--- src/rtl/traffic_pkg.sv ---
// -----------------------------------------------------------------------------
// traffic_pkg
// Shared definitions for the intersection scheduler and its phase timer:
//   - phase_e      : 3-bit phase encodings (7 is illegal)
//   - LIGHT_*      : one-hot light codes, {red,yellow,green}
//   - DEF_*        : default phase durations (in 1 s pulses) and timer width
//   - ns_light_of / ew_light_of : phase -> light decode for each road head
// -----------------------------------------------------------------------------
package traffic_pkg;

    typedef enum logic [2:0] {
        PH_NS_GREEN  = 3'd0,
        PH_NS_YELLOW = 3'd1,
        PH_ALL_RED_A = 3'd2,
        PH_EW_GREEN  = 3'd3,
        PH_EW_YELLOW = 3'd4,
        PH_ALL_RED_B = 3'd5,
        PH_WALK      = 3'd6
    } phase_e;

    localparam logic [2:0] LIGHT_RED = 3'b100;
    localparam logic [2:0] LIGHT_YEL = 3'b010;
    localparam logic [2:0] LIGHT_GRN = 3'b001;

    localparam int unsigned DEF_GREEN_S   = 10;
    localparam int unsigned DEF_YELLOW_S  = 2;
    localparam int unsigned DEF_ALL_RED_S = 1;
    localparam int unsigned DEF_WALK_S    = 8;
    localparam int unsigned DEF_CNT_W     = 5;

    function automatic logic [2:0] ns_light_of(input phase_e p);
        logic [2:0] l;
        l = LIGHT_RED;
        if (p == PH_NS_GREEN)  l = LIGHT_GRN;
        if (p == PH_NS_YELLOW) l = LIGHT_YEL;
        return l;
    endfunction

    function automatic logic [2:0] ew_light_of(input phase_e p);
        logic [2:0] l;
        l = LIGHT_RED;
        if (p == PH_EW_GREEN)  l = LIGHT_GRN;
        if (p == PH_EW_YELLOW) l = LIGHT_YEL;
        return l;
    endfunction

endpackage

--- src/rtl/phase_timer.sv ---
// -----------------------------------------------------------------------------
// phase_timer
// Counts 1 s ticks within the current phase and flags expiry.
// Ports:
//   clk, rst : clock, synchronous active-high reset
//   clear    : restart the count at 0 (phase entry)
//   tick     : 1 s pulse, advances t
//   hold     : freeze t once it reaches dur-1
//   dur      : duration of the current phase, in ticks
//   t        : current count
//   expire   : tick && t == dur-1
// -----------------------------------------------------------------------------
module phase_timer #(
    parameter int unsigned CNT_W = 5
) (
    input  logic             clk,
    input  logic             rst,
    input  logic             clear,
    input  logic             tick,
    input  logic             hold,
    input  logic [CNT_W-1:0] dur,
    output logic [CNT_W-1:0] t,
    output logic             expire
);

    logic at_end;

    assign at_end = (t == (dur - CNT_W'(1)));
    assign expire = tick && at_end;

    always_ff @(posedge clk) begin
        if (rst) begin
            t <= '0;
        end else if (clear) begin
            t <= '0;
        end else if (tick && !(hold && at_end)) begin
            t <= t + CNT_W'(1);
        end
    end

endmodule

--- src/rtl/intersection_scheduler.sv ---
// -----------------------------------------------------------------------------
// intersection_scheduler
// Grants green to one road at a time (NS / EW), inserts yellow and all-red
// clearance, and schedules a pedestrian WALK phase, all timed from pulse_1s.
// Ports:
//   clk, rst     : clock, synchronous active-high reset
//   pulse_1s     : one-clk pulse per second
//   ped_req      : pedestrian button (latched into ped_pending)
//   priority_ns  : holds NS green past GREEN_S while high (no ped pending)
//   ns_light     : NS head, one-hot {red,yellow,green}, registered
//   ew_light     : EW head, one-hot {red,yellow,green}, registered
//   walk         : pedestrian WALK indication, registered
//   ped_pending  : latched pedestrian request not yet served
//   phase        : current phase encoding
// Build option:
//   TRAFFIC_PED_SHORTEN_EN : a pending pedestrian cuts a green short once
//                            t >= GREEN_S/2 (exits on the next pulse).
// -----------------------------------------------------------------------------
module intersection_scheduler #(
    parameter int unsigned GREEN_S   = traffic_pkg::DEF_GREEN_S,
    parameter int unsigned YELLOW_S  = traffic_pkg::DEF_YELLOW_S,
    parameter int unsigned ALL_RED_S = traffic_pkg::DEF_ALL_RED_S,
    parameter int unsigned WALK_S    = traffic_pkg::DEF_WALK_S,
    parameter int unsigned CNT_W     = traffic_pkg::DEF_CNT_W
) (
    input  logic       clk,
    input  logic       rst,
    input  logic       pulse_1s,
    input  logic       ped_req,
    input  logic       priority_ns,
    output logic [2:0] ns_light,
    output logic [2:0] ew_light,
    output logic       walk,
    output logic       ped_pending,
    output logic [2:0] phase
);

    import traffic_pkg::*;

`ifdef TRAFFIC_PED_SHORTEN_EN
    localparam bit SHORTEN_EN = 1'b1;
`else
    localparam bit SHORTEN_EN = 1'b0;
`endif

    localparam logic [CNT_W-1:0] HALF_GREEN = CNT_W'(GREEN_S / 2);

    phase_e           state;
    phase_e           next_state;
    logic [CNT_W-1:0] dur;
    logic [CNT_W-1:0] t;
    logic             expire;
    logic             hold;
    logic             is_green;
    logic             shorten;
    logic             green_exit;
    logic             clear;

    // Duration of the phase currently being timed.
    always_comb begin
        dur = CNT_W'(ALL_RED_S);
        case (state)
            PH_NS_GREEN, PH_EW_GREEN:   dur = CNT_W'(GREEN_S);
            PH_NS_YELLOW, PH_EW_YELLOW: dur = CNT_W'(YELLOW_S);
            PH_ALL_RED_A, PH_ALL_RED_B: dur = CNT_W'(ALL_RED_S);
            PH_WALK:                    dur = CNT_W'(WALK_S);
            default:                    dur = CNT_W'(ALL_RED_S);
        endcase
    end

    assign is_green = (state == PH_NS_GREEN) || (state == PH_EW_GREEN);

    // NS priority only extends the green when nobody is waiting to cross.
    assign hold = (state == PH_NS_GREEN) && priority_ns && !ped_pending;

    // Early green exit for a waiting pedestrian; overrides NS priority.
    assign shorten = SHORTEN_EN && pulse_1s && ped_pending && is_green
                     && (t >= HALF_GREEN);

    assign green_exit = shorten || (expire && !hold);

    phase_timer #(
        .CNT_W (CNT_W)
    ) u_timer (
        .clk    (clk),
        .rst    (rst),
        .clear  (clear),
        .tick   (pulse_1s),
        .hold   (hold),
        .dur    (dur),
        .t      (t),
        .expire (expire)
    );

    always_comb begin
        next_state = state;
        case (state)
            PH_NS_GREEN:  if (green_exit) next_state = PH_NS_YELLOW;
            PH_NS_YELLOW: if (expire)     next_state = PH_ALL_RED_A;
            PH_ALL_RED_A: if (expire)     next_state = PH_EW_GREEN;
            PH_EW_GREEN:  if (green_exit) next_state = PH_EW_YELLOW;
            PH_EW_YELLOW: if (expire)     next_state = PH_ALL_RED_B;
            PH_ALL_RED_B: begin
                if (expire) next_state = ped_pending ? PH_WALK : PH_NS_GREEN;
            end
            PH_WALK:      if (expire)     next_state = PH_NS_GREEN;
            default:                      next_state = PH_ALL_RED_B;
        endcase
    end

    // Any phase change restarts the timer, so a pulse on the exit edge only
    // counts toward the phase being left.
    assign clear = (next_state != state);

    // Outputs are decoded from next_state so the registered lights line up
    // with the registered phase on every edge.
    always_ff @(posedge clk) begin
        if (rst) begin
            state       <= PH_ALL_RED_B;
            ns_light    <= LIGHT_RED;
            ew_light    <= LIGHT_RED;
            walk        <= 1'b0;
            ped_pending <= 1'b0;
        end else begin
            state    <= next_state;
            ns_light <= ns_light_of(next_state);
            ew_light <= ew_light_of(next_state);
            walk     <= (next_state == PH_WALK);
            // Clear on WALK entry takes precedence over a same-edge request.
            if ((next_state == PH_WALK) && (state != PH_WALK)) begin
                ped_pending <= 1'b0;
            end else if (ped_req && (state != PH_WALK)) begin
                ped_pending <= 1'b1;
            end
        end
    end

    assign phase = state;

endmodule

--- config.mk ---
export PLATFORM = sky130hd
export DESIGN_NAME = intersection_scheduler
export DESIGN_NICKNAME = d
export VERILOG_FILES = /design/src/rtl/traffic_pkg.sv /design/src/rtl/phase_timer.sv /design/src/rtl/intersection_scheduler.sv
export SDC_FILE = /design/constraint.sdc
export NUM_CORES = 1
export LEC_CHECK = 0
export ABC_AREA = 1
export CORE_ASPECT_RATIO = 1.4
export CORE_MARGIN = 5
export CORE_UTILIZATION = 35
export DETAILED_ROUTE_END_ITERATION = 8
export DONT_BUFFER_PORTS = 1
export HOLD_SLACK_MARGIN = 0.02
export PLACE_DENSITY = 0.6
export SETUP_SLACK_MARGIN = 0.15
export SLEW_MARGIN = 20
export SYNTH_ARGS = -nofsm -noshare
export SYNTH_HDL_FRONTEND = slang
export SYNTH_SLANG_ARGS = --single-unit
--- constraint.sdc ---
create_clock -name clk -period 4.5 [get_ports clk]
set_input_delay 0.9 -clock clk [delete_from_list [all_inputs] [get_ports clk]]
set_output_delay 0.9 -clock clk [all_outputs]
set_load 0.005 [all_outputs]
==> impl_metrics.csv, run 1 <==
group,metric,value,unit
status,outcome,"finished, final reports clean",
sta,worstMarginPinSlew,0.392,ns
worst_setup_path,critPathKind,"flop to flop",
power,ir_worst_vdd,583,uV
worst_setup_path,slowest_stage,"dfxtp_1",
sta,drv_slew,0,
logic_synthesis,synth_commonest_cells,"nand2_1, inv_1, dfxtp_1",
detailed_routing,ant_nets,0,
worst_setup_path,crit_path_max_incr_delay,0.55,ns
logic_synthesis,seq_area_frac_synth,31.6,%
power,p_leak,0.501,nW
finish,drive_above_1_share,21.9,%
detailed_routing,top_layer_used,"met4",
worst_setup_path,worstPathCellList,"nand2_1 > nand2_2 > nand2_1 > ha_1 > ha_1 > inv_1 > nand2_1 > nand2_1 > nor2_1 > nand2_2 > nor2_8 > nand2_2 > nand2_2 > nand3_1 > nand2_1 > nand2_1 > nand2_1 > nand2_2 > nand2_4 > nor2_2",
detailed_routing,m1WireLength,863,um
detailed_routing,route.detailed.wl_per_inst,11.8,um
detailed_routing,drc,0,
place,dpl_cell_area,0.00105,mm2
run,maxCapViolCount,0,
logic_synthesis,syn_nets,156,
sta,skew,0.00314,ns
clocking,cts_tree,"done",
logic_synthesis,synth_top_area_share,31.6,%
clocking,clkSinkCount,16,
sta,finalCritPeriodShare,62.6,%
detailed_routing,viasPerCell,4.66,
clocking,cts.hold.buffers_added,0,
worst_setup_path,cp.required,4.64,ns
grt,antenna_found_initial,0,
worst_setup_path,r2r-start,"phase[2]$_SDFF_PP1_",
sta,period_needed,2.82,ns
grt,gr-total-overflow,0,
clocking,clk_latency,0.24,ns
clocking,cts-htree-levels,1,
floorplanning,core_area,0.00282,mm2
grt,grt_pass1_vias,962,
finish,fillers,326,
clocking,post-cts-setup-buffer-count,0,
worst_hold_path,hold_class,"flop to flop",
logic_synthesis,syn_inst,148,
logic_synthesis,synth_area_leader_cell,"dfxtp_1",
floorplanning,row_count,23,
worst_setup_path,crit_path_max_fanout,9,
floorplanning,dieArea,0.00409,mm2
detailed_routing,first_pass_iters,4,
finish,nNetsFinal,160,
detailed_routing,wl_met2,1.18,mm
logic_synthesis,yosysWarningCount,0,
logic_synthesis,async_reset_ff_share,0,%
clocking,cts_resized,0,
sta,hold_violations,0,
power,report.power.total,1.00,mW
floorplanning,fp.dieW,55.5,um
detailed_routing,dr_wl_met3,144,um
logic_synthesis,synth-edff-count,0,
sta,timing.fmax,355,MHz
detailed_routing,drtIter0Drc,32,
worst_hold_path,min_path_cells,2,
worst_hold_path,hp-start,"ped_pending$_SDFFE_PP0P_",
worst_setup_path,cp_num_buf_inv,1,
worst_setup_path,crit_path_frequent_cell,"nand2_1",
logic_synthesis,synth_area_leaders,"dfxtp_1, nand2_1, inv_1",
finish,fin_cells,188,
worst_setup_path,crit_family,"simple AND/OR/NAND/NOR gates",
sta,holdWs,0.543,ns
grt,grtUsageTotal,12.0,%
floorplanning,boundaryPins,16,
power,pwr_density_cell,907,mW/mm2
clocking,clkTransAtPathRegs,0.06,ns
worst_setup_path,r2r_cells,20,
sta,setup_viol,0,
finish,finalInstanceArea,0.00111,mm2
clocking,cts_buffers,3,
logic_synthesis,synth_ff_type,"dfxtp_1",
worst_setup_path,arrival,2.96,ns
floorplanning,die_height,73.7,um
finish,area_growth,9.26,%
worst_hold_path,min_to,"ped_pending$_SDFFE_PP0P_",
clocking,cts-root-buf,"clkbuf_8",
sta,tns,0,ns
place,hpwl,1.77,mm
logic_synthesis,ys_types,21,
worst_setup_path,rr_endpoint,"u_timer.t[3]$_SDFFE_PP0P_",
clocking,clk_path_buf_depth,2,
sta,max_slew_margin,73.8,%
worst_setup_path,cp-end-kind,"flop",
logic_synthesis,syn_avg_cell_area,6.85,um2
logic_synthesis,synth_area,0.00101,mm2
grt,grt_pass1_wl,3.96,mm
grt,grt_max_degree,10,
worst_setup_path,worst_setup_path_start_kind,"flop",
logic_synthesis,synth.most_common_cell,"nand2_1",
sta,rsz0062_at_grt,"no",
floorplanning,start_util,35.9,%
place,placed_cells,184,
worst_setup_path,rrSetupSlack,1.68,ns
detailed_routing,num_vias,876,
place,gp_congestion,0.772,
logic_synthesis,ys_seq_elements,16,
finish,antenna_cells,0,
place,io_buffer_count,0,
detailed_routing,routed_wl,2.21,mm
-- where the power goes --
group          internal (mW)  leakage, nW  switching (mW)  total, mW
Sequential             0.184        0.131          0.0439      0.228
Clock                 0.0775       0.0288          0.0481      0.126
Combinational          0.208        0.342           0.442      0.650
-- cells by family (layout without fill, tap and decap cells) --
| kind of cell | after synthesis | after routing | share of synthesized area [%] |
|---|---|---|---|
| AO/OA/AOI/OAI | 8 | 8 | 5.93 |
| flip-flops | 16 | 16 | 31.6 |
| adder cells (fa/ha/maj) | 3 | 3 | 3.70 |
| AND/OR/NAND/NOR | 88 | 88 | 44.2 |
| buffers and inverters | 29 | 32 | 11.1 |
| XOR/XNOR | 4 | 4 | 3.46 |
-- cell usage in the layout, fill, tap and decap left out, drive strengths merged --
master	instances
ha	3
o31ai	1
nand2	44
nor2	23
nand4	2
nor3	2
inv	28
xor2	4
a21oi	5
o21ai	2
clkbuf	4
dfxtp	16
nand3	17
-- stage by stage --
stage	worst slack, ns	utilization, %
3_3_place_gp	1.77	37.3
4_1_cts	1.71	39.3
2_1_floorplan	2.07	-
5_1_grt	1.39	39.3
3_5_place_dp	1.72	37.3
6_report	1.68	39.3
-- how the worst max path moves through the flow --
stage / cells after the start / endpoint / start / slack, ns
2_1_floorplan: 21 / u_timer.t[0]$_SDFFE_PP0P_ / phase[2]$_SDFF_PP1_ / 2.07
3_3_place_gp: 20 / u_timer.t[4]$_SDFFE_PP0P_ / phase[2]$_SDFF_PP1_ / 1.77
3_5_place_dp: 20 / u_timer.t[3]$_SDFFE_PP0P_ / phase[2]$_SDFF_PP1_ / 1.72
4_1_cts: 20 / u_timer.t[3]$_SDFFE_PP0P_ / phase[2]$_SDFF_PP1_ / 1.71
5_1_grt: 20 / u_timer.t[1]$_SDFFE_PP0P_ / phase[2]$_SDFF_PP1_ / 1.39
6_report: 20 / u_timer.t[3]$_SDFFE_PP0P_ / phase[2]$_SDFF_PP1_ / 1.68
-- sequential cells by signal (all words and copies together), names as in the netlist --
signal	count
ew_light	3
ns_light	3
ped_pending	1
phase	3
u_timer.t	5
walk	1
-- worst min-delay path, delay by kind of cell, from the launching register on --
family,cells,cell delay [ns]
flip-flops,1,0.33
AND/OR/NAND/NOR,1,0.05
AO/OA/AOI/OAI,1,0.12
-- layer usage --
layer  global-route usage (%)  vias to the layer above
li1                         -                      460
met1                     11.9                      386
met2                     23.6                       26
met3                     3.16                        4
met4                     4.32                        0
met5                        0                        -
-- layout make-up --
class	instances	area (um2)	share of cell area (%)
sequential	16	320	28.9
clock buffer	4	55.1	4.97
tap	37	46.3	4.18
multi-input combinational	103	581	52.4
inverter	28	105	9.49
No activity file was read; power rests on OpenSTA's default activity.
==> run 2: changes to the inputs <==
--- a/config.mk
+++ b/config.mk
@@ -5,7 +5,7 @@
 export SDC_FILE = /design/constraint.sdc
 export NUM_CORES = 1
 export LEC_CHECK = 0
-export ABC_AREA = 1
+export ABC_AREA = 0
 export CORE_ASPECT_RATIO = 1.4
 export CORE_MARGIN = 5
 export CORE_UTILIZATION = 35
==> constraint.sdc (replaced) <==
create_clock -name clk -period 2.6 [get_ports clk]
set_input_delay 0.52 -clock clk [delete_from_list [all_inputs] [get_ports clk]]
set_output_delay 0.52 -clock clk [all_outputs]
set_load 0.005 [all_outputs]
==> run 2 against run 1 <==
Clock skew fell by 0.0011 ns. Die area is 0.73% lower. Clock-buffer cell count stayed put. Sequential power increased by 75%. Final area grew 21%. Sequential share of layout area shrank 4.3 points. Register-to-register slack got worse by 1.6 ns. Via count grew 1.8%. Critical endpoint is now ew_light[1]$_SDFF_PP0_. Largest power group unchanged.
==> impl_metrics.csv, run 2 <==
group,metric,value,unit
floorplanning,dieArea,0.00406,mm2
logic_synthesis,synth_compound_area_share,19.3,%
sta,timing.fmax,401,MHz
worst_setup_path,r2r-start,"phase[0]$_SDFF_PP1_",
finish,regMostFlops,"u_timer.t",
sta,tns,0,ns
power,p_clk_share,10.3,%
finish,finish.utilization,47.4,%
floorplanning,core_area,0.00282,mm2
finish,nNetsFinal,132,
power,power_frac_comb,70.9,%
finish,fillers,288,
place,dp_slack,0.0682,ns
logic_synthesis,synth.most_common_cell,"dfxtp_1",
logic_synthesis,seq_area_frac_synth,31.9,%
floorplanning,start_util,35.6,%
detailed_routing,num_vias,892,
logic_synthesis,synth_area_leader_cell,"dfxtp_1",
logic_synthesis,synth_commonest_cells,"dfxtp_1, nor2_1, nor3_1",
sta,max_slew_margin,73.5,%
logic_synthesis,syn_nets,119,
logic_synthesis,synth_top_family_by_area,"simple AND/OR/NAND/NOR gates",
power,pwr_density_cell,1590,mW/mm2
logic_synthesis,synth_top_area_share,31.9,%
place,dpl_cell_area,0.00116,mm2
worst_setup_path,arrival,2.69,ns
clocking,clk_path_buf_depth,2,
grt,gr-total-overflow,0,
sta,worstMarginPinSlew,0.394,ns
logic_synthesis,synth_area,0.00100,mm2
floorplanning,row_count,23,
place,io_buffer_count,0,
finish,area_growth,33.1,%
sta,setup_viol,0,
power,switching_share,46.4,%
power,ir_worst_vdd,1300,uV
logic_synthesis,syn_avg_cell_area,9.05,um2
sta,finalCritPeriodShare,95.9,%
place,hpwl,1.81,mm
clocking,clk_latency,0.25,ns
run,maxCapViolCount,0,
finish,drive_above_1_share,39.8,%
grt,antenna_found_initial,0,
finish,largest_register_ffs,5,
floorplanning,boundaryPins,16,
clocking,cts-htree-levels,1,
finish,layout_common_cells,"dfxtp_1, buf_4, nor2_1",
worst_hold_path,hold_class,"input port to flop",
worst_setup_path,crit_path_max_fanout,7,
logic_synthesis,synth-edff-count,0,
finish,fin_cells,160,
logic_synthesis,ys_types,45,
power,p_leak,0.487,nW
finish,antenna_cells,0,
detailed_routing,ant_nets,0,
worst_setup_path,cp-end-kind,"flop",
clocking,cts_buffers,3,
sta,drv_slew,0,
logic_synthesis,synth_xor_area_share,6.10,%
grt,grt_max_degree,16,
grt,grtUsageTotal,12.2,%
detailed_routing,drtIter0Drc,14,
logic_synthesis,synthAdderAreaFrac,3.74,%
finish,finalInstanceArea,0.00134,mm2
sta,setup_ws,0.107,ns
detailed_routing,route.detailed.wl_per_inst,15.8,um
logic_synthesis,synth_ff_type,"dfxtp_1",
worst_setup_path,worst_setup_path_start_kind,"flop",
floorplanning,die_height,73.4,um
detailed_routing,first_pass_iters,4,
place,gp_congestion,0.841,
finish,multi_input_area,778,um2
logic_synthesis,muxShareOfSynthArea,3.11,%
logic_synthesis,syn_inst,111,
detailed_routing,drc,0,
logic_synthesis,synth_area_leaders,"dfxtp_1, nor2_1, ha_1",
clocking,clkTransAtPathRegs,0.06,ns
worst_setup_path,worstSetupStartpoint,"phase[0]$_SDFF_PP1_",
status,outcome,"finished, final reports clean",
worst_setup_path,rr_endpoint,"ew_light[1]$_SDFF_PP0_",
logic_synthesis,async_reset_ff_share,0,%
clocking,cts-root-buf,"clkbuf_8",
grt,grt_pass1_vias,900,
detailed_routing,routed_wl,2.52,mm
logic_synthesis,ys_seq_elements,16,
power,internal_power,1.14,mW
detailed_routing,viasPerCell,5.58,
worst_setup_path,r2r_cells,8,
worst_setup_path,rrSetupSlack,0.11,ns
floorplanning,fp.dieW,55.3,um
worst_setup_path,critPathKind,"flop to flop",
sta,period_needed,2.49,ns
worst_setup_path,worstSetupEndpoint,"ew_light[1]$_SDFF_PP0_",
finish,seqCellArea,329,um2
grt,grt_pass1_wl,4.00,mm
sta,rsz0062_at_grt,"yes",
worst_setup_path,cp.required,2.79,ns
logic_synthesis,synthSimpleGateAreaFrac,30.9,%
power,pwr-share-seq,18.8,%
place,placed_cells,151,
clocking,cts_tree,"done",
logic_synthesis,yosysWarningCount,0,
clocking,clkSinkCount,16,
sta,skew,0.00202,ns
power,switching_power,985,uW
sta,hold_violations,0,
run 2: cell count changes after synthesis, sizes merged, moves of 3 or more:
cell	before	now
a31oi	0	3
and3b	0	3
buf	1	4
clkbuf	0	4
inv	28	1
nand2	44	4
nand2b	0	3
nand3	17	3
nor2	23	12
nor2b	0	4
nor3	2	5
nor4	0	4
or2	0	3
xnor2	0	3
run 2: area by class of cell:
cell class	instances	share of cell area [%]
inverter	1	0.281
sequential	16	24.6
clock buffer	4	4.12
tap	37	3.46
multi-input combinational	86	58.2
timing repair buffer	16	9.35
run 2: cell families after synthesis:
kind of cell / Yosys count
xor+xnor: 7
flops: 16
fa+ha+maj: 3
buf+inv: 9
simple gates: 51
compound gates: 22
mux: 3
run 2: worst max-delay path: stages, from the launching register on:
cell and delay, ns:
dfxtp_4 0.42, mux2_4 0.32, ha_4 0.17, ha_4 0.26
xor2_2 0.14, nand4_1 0.22, o31a_1 0.36, a211o_1 0.32
and3b_1 0.22
run 2: repair_timing:
item	4_1_cts	5_1_grt
resized for setup	9	12
gates cloned	0	0
hold buffers	0	0
hold endpoints to repair	0	0
buffers inserted	0	5
setup endpoints to repair	8	14
pin swaps	0	4
run 2: routing by layer:
metal	vias up	routed length (um)	track usage [%]
li1	432	-	-
met1	436	1040	13.0
met2	18	1310	22.2
met3	6	123	2.99
met4	0	46	6.22
met5	-	0	0
run 2: power groups by stage:
stage	sequential [mW]	clock (mW)	combinational, mW
6_report	0.399	0.219	1.50
3_5_place_dp	0.401	0	1.16
5_1_grt	0.409	0.235	1.63
2_1_floorplan	0.372	0	1.01
3_3_place_gp	0.402	0	1.14
4_1_cts	0.399	0.227	1.24
run 2: worst min path at each step:
stage,endpoint,from,slack [ns],depth (start not counted)
detailed placement,u_timer.t[3]$_SDFFE_PP0P_,u_timer.t[3]$_SDFFE_PP0P_,0.53,2
CTS,phase[1]$_SDFF_PP0_,rst,0.32,1
floorplan,u_timer.t[3]$_SDFFE_PP0P_,u_timer.t[3]$_SDFFE_PP0P_,0.48,2
global placement,u_timer.t[3]$_SDFFE_PP0P_,u_timer.t[3]$_SDFFE_PP0P_,0.50,2
finish,phase[1]$_SDFF_PP0_,rst,0.33,1
global route,phase[1]$_SDFF_PP0_,rst,0.32,1
run 2: stage by stage:
stage | hold WS, ns | total power [mW]
after floorplan | 0.483 | 1.39
after global placement | 0.504 | 1.54
after detailed placement | 0.534 | 1.56
after CTS | 0.322 | 1.87
after global routing | 0.316 | 2.28
final | 0.327 | 2.12
